===== src/rtl/mem_stage_pkg.sv =====
// Shared definitions for the memory stage: the default BRAM address width,
// byte-lane mask encodings, FSM state encoding and a load-mask legality helper.
package mem_stage_pkg;

    // Word-address width of the data BRAM used across the pipeline
    localparam int SHARED_MEM_ADDR_WIDTH = 10;

    // Byte-lane masks; bit3 selects lane [31:24], which holds the lowest address
    localparam logic [3:0] MASK_NONE  = 4'b0000;
    localparam logic [3:0] MASK_WORD  = 4'b1111;
    localparam logic [3:0] MASK_HALF0 = 4'b1100;
    localparam logic [3:0] MASK_HALF1 = 4'b0011;
    localparam logic [3:0] MASK_BYTE0 = 4'b1000;
    localparam logic [3:0] MASK_BYTE1 = 4'b0100;
    localparam logic [3:0] MASK_BYTE2 = 4'b0010;
    localparam logic [3:0] MASK_BYTE3 = 4'b0001;

    typedef enum logic {
        ST_IDLE      = 1'b0,
        ST_LOAD_WAIT = 1'b1
    } state_t;

    // True for the word, halfword and byte masks a load may use
    function automatic logic isLoadMaskLegal(input logic [3:0] mask);
        case (mask)
            MASK_WORD, MASK_HALF0, MASK_HALF1,
            MASK_BYTE0, MASK_BYTE1, MASK_BYTE2, MASK_BYTE3: return 1'b1;
            default:                                          return 1'b0;
        endcase
    endfunction

endpackage


===== src/rtl/mem_stage_load_formatter.sv =====
// Turns a byte-lane ordered BRAM word into a little-endian register value,
// selecting the lanes named by the mask and sign- or zero-extending them.
module load_formatter
    import mem_stage_pkg::*;
(
    input  logic [3:0]  i_mask,
    input  logic        i_sign_ext,
    input  logic [31:0] i_rdata,
    output logic [31:0] o_result,
    output logic        o_illegal
);

    logic [15:0] w_half;
    logic [7:0]  w_byte;

    // Lane selection and byte swap, with extension for sub-word loads
    always_comb begin
        w_half    = '0;
        w_byte    = '0;
        o_result  = '0;
        o_illegal = 1'b0;
        case (i_mask)
            MASK_WORD: o_result = {i_rdata[7:0], i_rdata[15:8], i_rdata[23:16], i_rdata[31:24]};
            MASK_HALF0: begin
                w_half   = {i_rdata[23:16], i_rdata[31:24]};
                o_result = {{16{i_sign_ext & w_half[15]}}, w_half};
            end
            MASK_HALF1: begin
                w_half   = {i_rdata[7:0], i_rdata[15:8]};
                o_result = {{16{i_sign_ext & w_half[15]}}, w_half};
            end
            MASK_BYTE0, MASK_BYTE1, MASK_BYTE2, MASK_BYTE3: begin
                case (i_mask)
                    MASK_BYTE0: w_byte = i_rdata[31:24];
                    MASK_BYTE1: w_byte = i_rdata[23:16];
                    MASK_BYTE2: w_byte = i_rdata[15:8];
                    default:    w_byte = i_rdata[7:0];
                endcase
                o_result = {{24{i_sign_ext & w_byte[7]}}, w_byte};
            end
            default: o_illegal = 1'b1;
        endcase
    end

endmodule


===== src/rtl/mem_stage.sv =====
// Memory pipeline stage: issues BRAM requests for the execute stage, stalls
// while a load is in flight, and produces one write-back beat per instruction.
module mem_stage
    import mem_stage_pkg::*;
#(
    parameter int MEM_ADDR_WIDTH = SHARED_MEM_ADDR_WIDTH,
    parameter int READ_LATENCY   = 1
)(
    input  logic                      clk,
    input  logic                      rst,
    input  logic                      ex_valid,
    output logic                      ex_ready,
    input  logic                      ex_rd_we,
    input  logic [4:0]                ex_rd_addr,
    input  logic [31:0]               ex_rd_data,
    input  logic                      ex_ram_we,
    input  logic                      ex_ram_re,
    input  logic [MEM_ADDR_WIDTH-1:0] ex_ram_addr,
    input  logic [31:0]               ex_ram_wdata,
    input  logic [3:0]                ex_ram_mask,
    input  logic                      ex_ram_sign_ext,
    output logic                      bram_en,
    output logic [3:0]                bram_we,
    output logic [MEM_ADDR_WIDTH-1:0] bram_addr,
    output logic [31:0]               bram_wdata,
    input  logic [31:0]               bram_rdata,
    output logic                      wb_valid,
    output logic                      wb_rd_we,
    output logic [4:0]                wb_rd_addr,
    output logic [31:0]               wb_rd_data,
    output logic                      misalign
);

    localparam logic [1:0] LAT_INIT = 2'(READ_LATENCY);

    state_t      r_state;
    state_t      w_nextState;
    logic [1:0]  r_count;
    logic [4:0]  r_rdAddr;
    logic        r_rdWe;
    logic [3:0]  r_mask;
    logic        r_signExt;
    logic        w_accept;
    logic        w_isStore;
    logic        w_isLoad;
    logic [31:0] w_fmtResult;
    logic        w_fmtIllegal;

    // A simultaneous read and write is handled purely as a store
    assign w_accept  = ex_valid && (r_state == ST_IDLE);
    assign w_isStore = ex_ram_we;
    assign w_isLoad  = ex_ram_re && !ex_ram_we;

    load_formatter u_fmt (
        .i_mask     (r_mask),
        .i_sign_ext (r_signExt),
        .i_rdata    (bram_rdata),
        .o_result   (w_fmtResult),
        .o_illegal  (w_fmtIllegal)
    );

    // State register
    always_ff @(posedge clk) begin
        if (rst) r_state <= ST_IDLE;
        else     r_state <= w_nextState;
    end

    // Next-state, handshake and BRAM request decode
    always_comb begin
        w_nextState = r_state;
        ex_ready    = (r_state == ST_IDLE);
        bram_en     = 1'b0;
        bram_we     = '0;
        bram_addr   = ex_ram_addr;
        bram_wdata  = ex_ram_wdata;
        misalign    = 1'b0;
        case (r_state)
            ST_IDLE: begin
                if (w_accept) begin
                    bram_en  = w_isStore || w_isLoad;
                    bram_we  = w_isStore ? ex_ram_mask : 4'b0000;
                    misalign = (w_isStore && (ex_ram_mask == MASK_NONE)) ||
                               (w_isLoad && !isLoadMaskLegal(ex_ram_mask));
                    if (w_isLoad) w_nextState = ST_LOAD_WAIT;
                end
            end
            ST_LOAD_WAIT: begin
                if (r_count == 2'd1) w_nextState = ST_IDLE;
            end
            default: w_nextState = ST_IDLE;
        endcase
    end

    // Load bookkeeping, latency countdown and write-back registers
    always_ff @(posedge clk) begin
        if (rst) begin
            r_count    <= '0;
            r_rdAddr   <= '0;
            r_rdWe     <= 1'b0;
            r_mask     <= '0;
            r_signExt  <= 1'b0;
            wb_valid   <= 1'b0;
            wb_rd_we   <= 1'b0;
            wb_rd_addr <= '0;
            wb_rd_data <= '0;
        end else begin
            wb_valid <= 1'b0;
            if (w_accept) begin
                if (w_isLoad) begin
                    r_rdAddr  <= ex_rd_addr;
                    r_rdWe    <= ex_rd_we;
                    r_mask    <= ex_ram_mask;
                    r_signExt <= ex_ram_sign_ext;
                    r_count   <= LAT_INIT;
                end else begin
                    wb_valid   <= 1'b1;
                    wb_rd_addr <= ex_rd_addr;
                    wb_rd_we   <= !w_isStore && ex_rd_we && (ex_rd_addr != 5'd0);
                    wb_rd_data <= w_isStore ? 32'd0 : ex_rd_data;
                end
            end else if (r_state == ST_LOAD_WAIT) begin
                if (r_count == 2'd1) begin
                    wb_valid   <= 1'b1;
                    wb_rd_addr <= r_rdAddr;
                    wb_rd_we   <= r_rdWe && !w_fmtIllegal && (r_rdAddr != 5'd0);
                    wb_rd_data <= w_fmtResult;
                end else begin
                    r_count <= r_count - 2'd1;
                end
            end
        end
    end

endmodule


===== config.mk =====
export PLATFORM = sky130hd
export DESIGN_NAME = mem_stage
export DESIGN_NICKNAME = d
export VERILOG_FILES = /design/src/rtl/mem_stage_pkg.sv /design/src/rtl/mem_stage_load_formatter.sv /design/src/rtl/mem_stage.sv
export SDC_FILE = /design/constraint.sdc
export NUM_CORES = 1
export LEC_CHECK = 0
export BUFFER_PORTS_ARGS = -buffer_cell sky130_fd_sc_hd__buf_4
export CAP_MARGIN = 20
export CORE_MARGIN = 8
export CORE_UTILIZATION = 30
export DETAILED_ROUTE_END_ITERATION = 8
export HOLD_SLACK_MARGIN = 0.05
export PLACE_DENSITY = 0.58
export SLEW_MARGIN = 20
export SYNTH_ARGS = -nofsm -noshare
export SYNTH_HDL_FRONTEND = slang
export SYNTH_SLANG_ARGS = --single-unit
export TNS_END_PERCENT = 20

===== constraint.sdc =====
create_clock -name clk -period 2.96 [get_ports clk]
set_input_delay 0.592 -clock clk [delete_from_list [all_inputs] [get_ports clk]]
set_output_delay 0.592 -clock clk [all_outputs]
set_load 0.02 [all_outputs]

==> impl_metrics.yaml <==
logic_synthesis:
  syn_nets: 521
  ys_seq_elements: 53
  synthMuxAreaShare_pct: 1.41
  synth-xor-area-share_pct: 0.247
  yosys.area_share.simple_pct: 13.2
  synth.area.top_cells: "dfxtp_1, a211oi_2, buf_4"
  mappedNetlistArea_um2: 3550
  yosys.area.top_type_share_pct: 29.9
  synth_area_per_cell_um2: 8.93
  post_synth_inst_count: 398
  synth_warnings: 0
  synthAdderAreaFrac_pct: 0.352
  largest_family_of_logic_cells_by_synthesized_area: "compound AO/OA/AOI/OAI gates"
  ys_types: 50
  synth_compound_area_share_pct: 39.7
  ys_async_sr_fraction_pct: 0
  yosysSeqAreaShare_pct: 29.9
  number_of_enable_type_register_cells_in_the_synthesized_netlist: 0
  yosys.area.top_type: "dfxtp_1"
  ys_dominant_reg_cell: "dfxtp_1"
sta:
  timing.max_slew.rel_slack_pct: 31.6
  worst_max_slew_pin_slew_ns: 1.03
  rsz_0062_raised_after_global_routing: "false"
  total_setup_violations_reported_at_the_end_of_the_flow: 0
  timing.setup.tns_ns: 0
  finalCritPeriodShare_pct: 84.0
  timing.hold.ws_ns: 0.465
  fmax_mhz: 402
  setup_slack_of_the_critical_path_after_layout_ns: 0.475
  final-hold-violation-count: 0
  layout_min_cycle_time_ns: 2.49
  report.final.slew_viol_count: 0
  skew_ns: 0.00658
grt:
  grt_start_max_net_pins: 54
  grt.met2_usage_pct: 25.0
  m3_gr_usage_pct: 4.17
  grt.overflow.total: 0
  vias_in_the_first_global_route: 3501
  all_layer_global_routing_usage_pct: 15.2
  grt.met1_usage_pct: 19.0
  busiest_layer: "met2"
  grt_antenna_before_repair: 0
  grt_first_pass_wirelength_um: 19500
setup_path:
  cpLargestDelayFamily: "compound AO/OA/AOI/OAI gates"
  worstPathRequired_ns: 3.17
  worstSetupPathType: "flip-flop to flip-flop"
  critPathLaunchType: "flip-flop"
  worst_path_buf_inv: 1
  worstPathCellList: "and4_1 > a21o_4 > o32a_1 > buf_4 > a211oi_2 > a211oi_1"
  critical_path.max_stage_delay_ns: 0.77
  cp_data_arrival_time_ns: 2.69
  critical_path.endpoint_type: "flip-flop"
  critical_path.max_fanout: 18
  slowest_stage: "dfxtp_1"
clocking:
  clk_root_buffer_cell: "clkbuf_16"
  postCtsResizedCells: 0
  cts_h_tree_depth: 2
  tritoncts: "done"
  cts_hold_repair.buffers: 0
  insertion_delay_ns: 0.29
  numCtsBuffers: 5
  cts.reportedPaths.clkPinSlew_ns: 0.08
  cts.path.max_buffers: 2
  cts.sinks: 53
  cts.repair_timing.setup_buffer_count: 0
layout:
  layout_common_cells: "buf_4, dfxtp_1, nand2_1, a211oi_2, nor2_1"
  final.fill_count: 1162
  finalCoreUtilization_pct: 38.4
  layout.nets: 582
  areaGrowthSynthToFinish_pct: 24.1
  mostFrequentLayoutCell: "buf_4"
  final-seq-area_um2: 1060
  share_of_final_layout_standard_cells_stronger_than_drive_strength_1_pct: 41.3
  multi_input_area_um2: 1970
  diodes: 0
route:
  vias_per_cell: 5.67
  routed-via-count: 3416
  remaining_drc_errors: 0
  drt-initial-drc-count: 298
  drt-pass1-iter-count: 7
  drt.antenna.violating_nets: 0
  wl_per_cell_um: 20.7
  finalWirelength_um: 12500
power_and_ir_drop:
  power.sequential.fraction_pct: 40.9
  p_clk_share_pct: 31.6
  vdd_drop_max_mv: 0.268
  p_per_cell_area_nw_per_um2: 439
  total_leakage_power_nw: 1.71
  power.switching_fraction_pct: 32.0
  p_comb_share_pct: 27.5
  switching_power_w: 0.000617
  internal_power_w: 0.00131
floorplanning:
  boundaryPins: 210
  count_of_standard_cell_rows: 39
  core-area_um2: 11500
  floorplan.die.height_um: 125
  chipWidth_um: 125
  floorplan.die_area_um2: 15600
  start_util_pct: 31.0
place:
  post-place-ws_ns: 0.516
  gp_congestion: 0.795
  dpl.hpwl_um: 9480
  io_buffer_count: 125
run:
  drv.max_cap_violation_count: 0
hold_path:
  min_path_type: "flip-flop to flip-flop"
status:
  outcome: "completed"
[Yosys cell counts, types with 2 or more instances]
library cell   n
dfxtp_1       53
buf_4         42
nand2_1       35
a211oi_2      29
nor2_1        25
clkbuf_1      23
a211oi_1      19
o21bai_1      17
a221oi_1      16
a21oi_1       14
a222oi_1       8
a31oi_1        8
nand3_1        8
a2111oi_2      7
a22o_1         7
a22oi_1        7
buf_2          7
buf_6          7
o21ai_0        7
and3_1         6
mux2i_1        5
inv_1          4
nand2b_1       4
nor3_1         4
buf_1          3
o211ai_1       3
or4_1          3
and2_1         2
nor2b_1        2
o21a_1         2
o22ai_1        2
[worst register-to-register path, stage by stage (launching register included)]
cell and delay (ns):
dfxtp_1 0.77, and4_1 0.35, a21o_4 0.15, o32a_1 0.59, buf_4 0.30, a211oi_2 0.05
a211oi_1 0.19
[per-stage QoR]
| step | area, um^2 | cells | total power (W) |
|---|---|---|---|
| 3_3_place_gp | 4260 | 595 | 0.00133 |
| 2_1_floorplan | 3550 | 398 | 0.00119 |
| 6_report | 4410 | 603 | 0.00193 |
| 4_1_cts | 4410 | 603 | 0.00195 |
| 5_1_grt | 4410 | 603 | 0.00202 |
| 3_5_place_dp | 4260 | 595 | 0.00134 |
[area by class of cell]
| type | instances | area share [%] |
|---|---|---|
| tap | 143 | 4.06 |
| inverter | 4 | 0.341 |
| multi-input combinational | 259 | 44.7 |
| timing repair buffer | 136 | 23.5 |
| clock buffer | 5 | 2.84 |
| sequential | 53 | 24.1 |
| clock inverter | 3 | 0.568 |
[registers in the layout, summed over array words and instances, names as in the netlist]
register	flops
r_signExt	1
r_mask	4
r_count	2
r_rdAddr	5
r_rdWe	1
wb_valid	1
r_state	1
wb_rd_addr	5
wb_rd_we	1
wb_rd_data	32
[power groups by stage]
stage / Combinational [W] / Clock (W) / Sequential [W]
finish: 0.000531 / 0.000611 / 0.000790
global route: 0.000574 / 0.000652 / 0.000795
CTS: 0.000536 / 0.000627 / 0.000790
detailed placement: 0.000534 / 0 / 0.000806
global placement: 0.000527 / 0 / 0.000805
floorplan: 0.000348 / 0 / 0.000839
[routing by layer]
layer  wire length, um  up-vias
li1                  -     1597
met1              5420     1655
met2              5930      143
met3               864       21
met4               238        0
met5                 0        -
[kinds of logic after synthesis]
family	Yosys count
buffers and inverters	86
flip-flops	53
AND/OR/NAND/NOR	95
AO/OA/AOI/OAI	157
multiplexers	5
adder cells (fa/ha/maj)	1
XOR/XNOR	1
[final timing paths]
kind             start        endpoint  slack, ns  cells past startpoint
min             r_rdWe          r_rdWe       0.47                      2
max          r_mask[3]  wb_rd_data[21]       0.47                      6
max reg2reg  r_mask[3]  wb_rd_data[21]       0.47                      6
min reg2reg     r_rdWe          r_rdWe       0.47                      2
No activity file was read; power rests on OpenSTA's default activity.
